===== src/rtl/std_div_seq_32_if.sv =====
// Handshake and data bundle for the sequential divider.
// The master starts operations and supplies operands. The slave returns results and a done strobe.
interface std_div_seq_32_if #(
  parameter int WIDTH = 32
);
  logic             go;
  logic [WIDTH-1:0] left;
  logic [WIDTH-1:0] right;
  logic [WIDTH-1:0] out_quotient;
  logic [WIDTH-1:0] out_remainder;
  logic             done;

  modport master (
    output go, left, right,
    input  out_quotient, out_remainder, done
  );

  modport slave (
    input  go, left, right,
    output out_quotient, out_remainder, done
  );
endinterface


===== src/rtl/std_div_seq_32.sv =====
// Multi-cycle unsigned restoring divider. It performs one quotient bit per cycle, MSB first.
// go in IDLE latches the operands. WIDTH steps run in BUSY. A single DONE cycle then pulses done.
// The result registers load on entry to DONE, so a downstream register using done as its
// write enable captures the result in that same cycle.
module std_div_seq_32 #(
  parameter int WIDTH = 32
) (
  input  logic                  clk,
  input  logic                  reset,
  std_div_seq_32_if.slave       bus
);

  localparam int CW = (WIDTH > 2) ? $clog2(WIDTH) : 1;
  localparam logic [CW-1:0] LAST = CW'(WIDTH - 1);

  typedef enum logic [1:0] {
    IDLE = 2'd0,
    BUSY = 2'd1,
    DONE = 2'd2
  } state_t;

  state_t           state_q, state_d;
  logic [CW-1:0]    cnt_q, cnt_d;
  // dvd_q shifts the dividend out at the top while quotient bits shift in at the bottom.
  logic [WIDTH-1:0] dvd_q, dvd_d;
  logic [WIDTH-1:0] dvs_q, dvs_d;
  logic [WIDTH-1:0] rem_q, rem_d;
  logic [WIDTH-1:0] outq_q, outq_d;
  logic [WIDTH-1:0] outr_q, outr_d;

  // One restoring step. The compare is WIDTH+1 bits wide, so the shifted-out remainder MSB is kept.
  // With a zero divisor the compare is always true. The quotient becomes all ones and the
  // remainder simply accumulates the dividend.
  logic [WIDTH:0]   r_prime;
  logic             ge;
  logic [WIDTH-1:0] r_step;
  logic [WIDTH-1:0] q_step;

  assign r_prime = {rem_q, dvd_q[WIDTH-1]};
  assign ge      = (r_prime >= {1'b0, dvs_q});
  assign r_step  = ge ? WIDTH'(r_prime - {1'b0, dvs_q}) : r_prime[WIDTH-1:0];
  assign q_step  = {dvd_q[WIDTH-2:0], ge};

  // Next-state, datapath and result-load logic
  always_comb begin
    state_d = state_q;
    cnt_d   = cnt_q;
    dvd_d   = dvd_q;
    dvs_d   = dvs_q;
    rem_d   = rem_q;
    outq_d  = outq_q;
    outr_d  = outr_q;
    case (state_q)
      IDLE: begin
        if (bus.go) begin
          dvd_d   = bus.left;
          dvs_d   = bus.right;
          rem_d   = '0;
          cnt_d   = '0;
          state_d = BUSY;
        end
      end
      BUSY: begin
        dvd_d = q_step;
        rem_d = r_step;
        cnt_d = CW'(cnt_q + 1'b1);
        if (cnt_q == LAST) begin
          cnt_d   = '0;
          outq_d  = q_step;
          outr_d  = r_step;
          state_d = DONE;
        end
      end
      DONE: begin
        // go is ignored in this cycle. A still-high go is seen again in IDLE.
        state_d = IDLE;
      end
      default: state_d = IDLE;
    endcase
  end

  // State and datapath registers. Reset aborts any operation and clears the results.
  always_ff @(posedge clk or posedge reset) begin
    if (reset) begin
      state_q <= IDLE;
      cnt_q   <= '0;
      dvd_q   <= '0;
      dvs_q   <= '0;
      rem_q   <= '0;
      outq_q  <= '0;
      outr_q  <= '0;
    end else begin
      state_q <= state_d;
      cnt_q   <= cnt_d;
      dvd_q   <= dvd_d;
      dvs_q   <= dvs_d;
      rem_q   <= rem_d;
      outq_q  <= outq_d;
      outr_q  <= outr_d;
    end
  end

  assign bus.out_quotient  = outq_q;
  assign bus.out_remainder = outr_q;
  assign bus.done          = (state_q == DONE);

endmodule


===== src/flat_wrapper.sv =====
// flat-port wrapper written by rule: the top's interface ports become plain ports
module std_div_seq_32_flat 
#(
  parameter int WIDTH = 32
)
  (clk, reset, bus_go, bus_left, bus_right, bus_out_quotient, bus_out_remainder, bus_done);
  std_div_seq_32_if #(.WIDTH(WIDTH)) bus_i ();
  input  logic clk;
  input  logic reset;
  input wire logic [$bits(bus_i.go)-1:0] bus_go;
  input wire logic [$bits(bus_i.left)-1:0] bus_left;
  input wire logic [$bits(bus_i.right)-1:0] bus_right;
  output wire logic [$bits(bus_i.out_quotient)-1:0] bus_out_quotient;
  output wire logic [$bits(bus_i.out_remainder)-1:0] bus_out_remainder;
  output wire logic [$bits(bus_i.done)-1:0] bus_done;
  assign bus_i.go = bus_go;
  assign bus_i.left = bus_left;
  assign bus_i.right = bus_right;
  assign bus_out_quotient = bus_i.out_quotient;
  assign bus_out_remainder = bus_i.out_remainder;
  assign bus_done = bus_i.done;
  std_div_seq_32 #(.WIDTH(WIDTH)) u_core (.clk(clk), .reset(reset), .bus(bus_i));
endmodule

===== config.mk =====
export PLATFORM = sky130hd
export DESIGN_NAME = std_div_seq_32_flat
export DESIGN_NICKNAME = d
export VERILOG_FILES = /design/src/rtl/std_div_seq_32_if.sv /design/src/rtl/std_div_seq_32.sv /design/src/flat_wrapper.sv
export SDC_FILE = /design/constraint.sdc
export NUM_CORES = 1
export LEC_CHECK = 0
export ABC_AREA = 1
export CORE_ASPECT_RATIO = 1.25
export CORE_MARGIN = 3
export CORE_UTILIZATION = 57
export CTS_BUF_LIST = sky130_fd_sc_hd__clkbuf_8
export CTS_CLUSTER_DIAMETER = 60
export DETAILED_ROUTE_END_ITERATION = 8
export GPL_ROUTABILITY_DRIVEN = 0
export PLACE_DENSITY_LB_ADDON = 0.25
export SYNTH_ARGS = -nofsm -noshare
export SYNTH_HDL_FRONTEND = slang
export SYNTH_SLANG_ARGS = --single-unit
export TNS_END_PERCENT = 50

===== constraint.sdc =====
create_clock -name clk -period 8.4 [get_ports clk]
set_clock_uncertainty 0.1 [all_clocks]
set_input_delay 2.52 -clock clk [delete_from_list [all_inputs] [get_ports clk]]
set_output_delay 2.52 -clock clk [all_outputs]
set_load 0.01 [all_outputs]

# After elaboration in Yosys (flattened, before gate mapping)
# Cells that the tools add are included.
# classes
n_addsub	2
n_lt_le_gt_ge	1
eq_ne	5
reduce_logical	6
mux	11
# ops
operator	count
$pmux 32 s2	2
$mux 32	3
$ge 33x32->1	1
$sub 32x32->32	1
$mux 5	2
$pmux 5 s2	1
$reduce_and 2->1	4
$add 5x1->5 const B	1
$eq 5x5->1 const B	1
$mux 2	2
$pmux 2 s2	1
$eq 2x1->1 const B	1
$eq 2x2->1 const B	1
$logic_not 2->1	1
$ne 2x1->1 const B	1
$ne 2x2->1 const B	1
$reduce_bool 2->1	1
# word_totals
wordCells	32
input_bits	67
register_bits	167
output_inout_bits	65

# Longest topological paths before layout
# depth
word_depth	3
depth_mapped	18
depth_no_buf	16

# Worst setup path after synthesis
# OpenSTA, ideal clock, no wires.
# synth_path
path_kind	input to register
from	in bus_go
to	reg u_core.dvd_q[1]
n_path_buf	1
cell_stages	7
setup_slack_ps	4840
setup_ps	130
required_time_ps	8170
arrival_ps	3330
path_cell_list	nand3_1 nand2_1 inv_2 clkbuf_1 a21oi_1 o21ai_0 o21ai_0
# synth_via
elab_chain_len	2
# synth_rtl
item	line_no	source
start, declared	flat_wrapper.sv:10	input wire logic [$bits(bus_i.go)-1:0] bus_go;
$ne 2x2->1 (no source line)	--	
$reduce_and 2->1 (no source line)	--	
end signal, assigned	std_div_seq_32.sv:95	dvd_q <= dvd_d;
end, declared	std_div_seq_32.sv:25	logic [WIDTH-1:0] dvd_q, dvd_d;
# No other way between the ends.
# A chain may end at the register's enable or synchronous reset.

# Worst setup path after layout
# layout_path
from	in bus_go
to	reg u_core.dvd_q[13]
# The elaborated chain is that of the path after synthesis.

==> qor.yml <==
drt:
  first_pass_iters: 6
  drt-initial-drc-count: 796
  wl_per_cell_um: 14.27
  drcViolationCount: 0
  ant_nets: 0
  via_per_inst: 5.305
  route.final.wire_length_mm: 23.88
  dr_total_vias: 8876
clock_network:
  cts-root-buf: "clkbuf_8"
  cts_htree_levels: 4
  clk_latency_ns: 0.48
  cts-resized-gates: 0
  cts_tree: "done"
  cts_hold_buf: 0
  clk_pin_slew_ns: 0.09
  post_cts_buffers: 0
  clockBufferDepth: 2
  cts.sinks: 167
  numCtsBuffers: 17
place:
  dpl.hpwl_mm: 16.70
  dpl_cell_area_um2: 11070
  port_buffers: 131
die:
  io_pins: 132
  fp-row-count: 52
  start_util_pct: 58.91
  core_area_um2: 16400
  fp.dieH_um: 151.5
  die_x_um: 122.4
  fp.dieArea_um2: 18550
layout:
  drive_above_1_share_pct: 4.873
  fin_nets: 1546
  fin_util_pct: 70.06
  antenna_cells: 0
  finish.instance_area_um2: 11490
  syn_to_final_growth_pct: 18.94
sta:
  min_period_over_period_pct: 55.61
  maxSlewViolCount: 0
  max-slew-margin-rel_pct: 26.43
  holdWs_ns: 0.3866
  tightest_slew_ns: 1.102
  fmax_ghz: 0.2141
  post-route-min-period_ns: 4.671
  hold_violations: 0
  tns_ns: 0
  rsz0062_at_grt: "false"
  setup_viol: 0
yosys:
  netlist_area_um2: 9658
  syn-num-nets: 1441
  synthAdderAreaFrac_pct: 4.612
  synth-seq-area-share_pct: 43.27
  yosysTopAreaCellShare_pct: 43.27
  yosysMostFrequentCell: "nand2_1"
  synth_compound_area_share_pct: 10.17
  synthFlopType: "dfrtp_1"
  synth-seq-cells: 167
  avgSynthCellArea_um2: 7.213
  yosys-top-cells-count: "nand2_1 (447), inv_1 (200), dfrtp_1 (167)"
  synth_top_family_by_area: "simple AND/OR/NAND/NOR gates"
  synth.mux.area_fraction_pct: 0.2202
  synthTopCellsByArea: "dfrtp_1 (43%), nand2_1 (17%), inv_1 (7.8%), nand3_1 (4.9%), o21ai_0 (4.8%)"
  synth_cells: 1339
  synth_warnings: 0
  synthSimpleGateAreaFrac_pct: 30.11
  synth_xor_area_share_pct: 1.270
  synth_edf_count: 0
  synth_top_area_cell: "dfrtp_1"
  synth.distinct_cells: 41
  async_flop_share_pct: 100.0
setup_path:
  required_ns: 8.63
  cp_max_fo: 66
  cp-start-kind: "input pin"
  critPathKind: "in2reg"
  r2r-end: "u_core.bus.out_remainder[18]"
  r2r_start: "u_core.cnt_q[0]"
  critPathArrivalTime_ns: 4.91
  worst_r2r_path_depth: 9
  setup.worst_path.end_class: "flop"
  r2r_setup_slack_ns: 4.90
flow_run:
  cap_violations: 0
worst_hold_path:
  min_path_type: "reg2reg"
  hold_path_depth: 2
  min_from: "u_core.bus.out_remainder[6]"
  holdPathEnd: "u_core.bus.out_remainder[6]"
global_route:
  grt_pass1_vias: 8454
  grt_start_max_net_pins: 117
  gr-usage-all-layers_pct: 26.79
  overflow: 0
  grt_antenna_before_repair: 0
  grt_pass1_wl_mm: 39.63
power:
  ir_drop_v: 0.0001580
  leakage_uw: 0.006077
  power_density_nw_per_um2: 361.5
run_status:
  status: "finished, final reports clean"
==> logic make-up (layout without fill, tap and decap cells) <==
family	after synthesis	count (layout)
fa+ha+maj	35	35
compound gates	191	191
mux	2	2
simple gates	676	676
buf+inv	254	372
flops	167	167
xor+xnor	14	14
==> per-stage QoR <==
step	instances	power (uW)	setup WS, ns
floorplan	1339	2996	1.262
global placement	1641	3427	3.365
detailed placement	1641	3510	3.238
CTS	1673	4145	3.762
global route	1673	4560	3.522
finish	1673	4152	3.729
==> how the worst max path moves through the flow <==
stage / start / end / slack (ns) / cells after the start
2_1_floorplan: reset / u_core.bus.out_quotient[0] / 1.26 / 1
3_3_place_gp: bus_go / u_core.dvd_q[31] / 3.37 / 8
3_5_place_dp: bus_go / u_core.cnt_q[2] / 3.24 / 7
4_1_cts: bus_go / u_core.cnt_q[2] / 3.76 / 7
5_1_grt: bus_go / u_core.dvd_q[11] / 3.52 / 8
6_report: bus_go / u_core.dvd_q[13] / 3.73 / 8
==> power breakdown <==
group          leakage [uW]  internal [uW]  switching (uW)  total, uW
registers           0.00199           1060             118       1180
logic               0.00387            828            1530       2360
clock network      0.000213            278             336        614
total               0.00608           2160            1990       4150
==> critical path, cell delays in order <==
cell and delay [ns]:
clkdlybuf4s50_1 0.41, nand3_2 0.07, buf_4 0.53, nand2_1 0.18, inv_2 0.84, a21oi_1 0.06, o21ai_0 0.14, o21ai_0 0.13
==> metal layers <==
| metal | routed length, um | GRT usage (%) | vias to the layer above |
|---|---|---|---|
| li1 | - | - | 4409 |
| met1 | 10160 | 34.05 | 4107 |
| met2 | 11680 | 45.61 | 294 |
| met3 | 1292 | 4.382 | 66 |
| met4 | 746 | 10.92 | 0 |
| met5 | 0 | 0 | - |
==> state kept, by name, summed over array words and instances, names as in the netlist <==
| register | count |
|---|---|
| u_core.state_q | 2 |
| u_core.bus.out_remainder | 32 |
| u_core.bus.out_quotient | 32 |
| u_core.cnt_q | 5 |
| u_core.dvd_q | 32 |
| u_core.rem_q | 32 |
| u_core.dvs_q | 32 |
==> placed cells by master, fill, tap and decap left out, types with 3 or more instances in the layout <==
cell / instances
nand4_1: 9
nand3_2: 13
a21oi_1: 81
inv_2: 3
clkdlybuf4s50_1: 131
o21ai_1: 9
o21ai_0: 92
ha_1: 34
clkbuf_8: 17
nand3_1: 93
xor2_1: 7
xnor2_1: 7
buf_4: 5
inv_1: 200
nor3_1: 8
nor2_2: 5
inv_6: 7
dfrtp_1: 167
nand2_2: 4
nor2_1: 67
nand2_1: 446
nand3b_1: 16
and2_1: 8
==> cell type report <==
cell class                 instances  area [um^2]
inverter                         204        770.7
multi-input combinational        918         4497
tap                              216        270.3
clock buffer                      17        234.0
sequential                       167         4179
fill                            1398         4908
clock inverter                    15        187.7
timing repair buffer             136         1349
(Power assumes the default switching activity.)
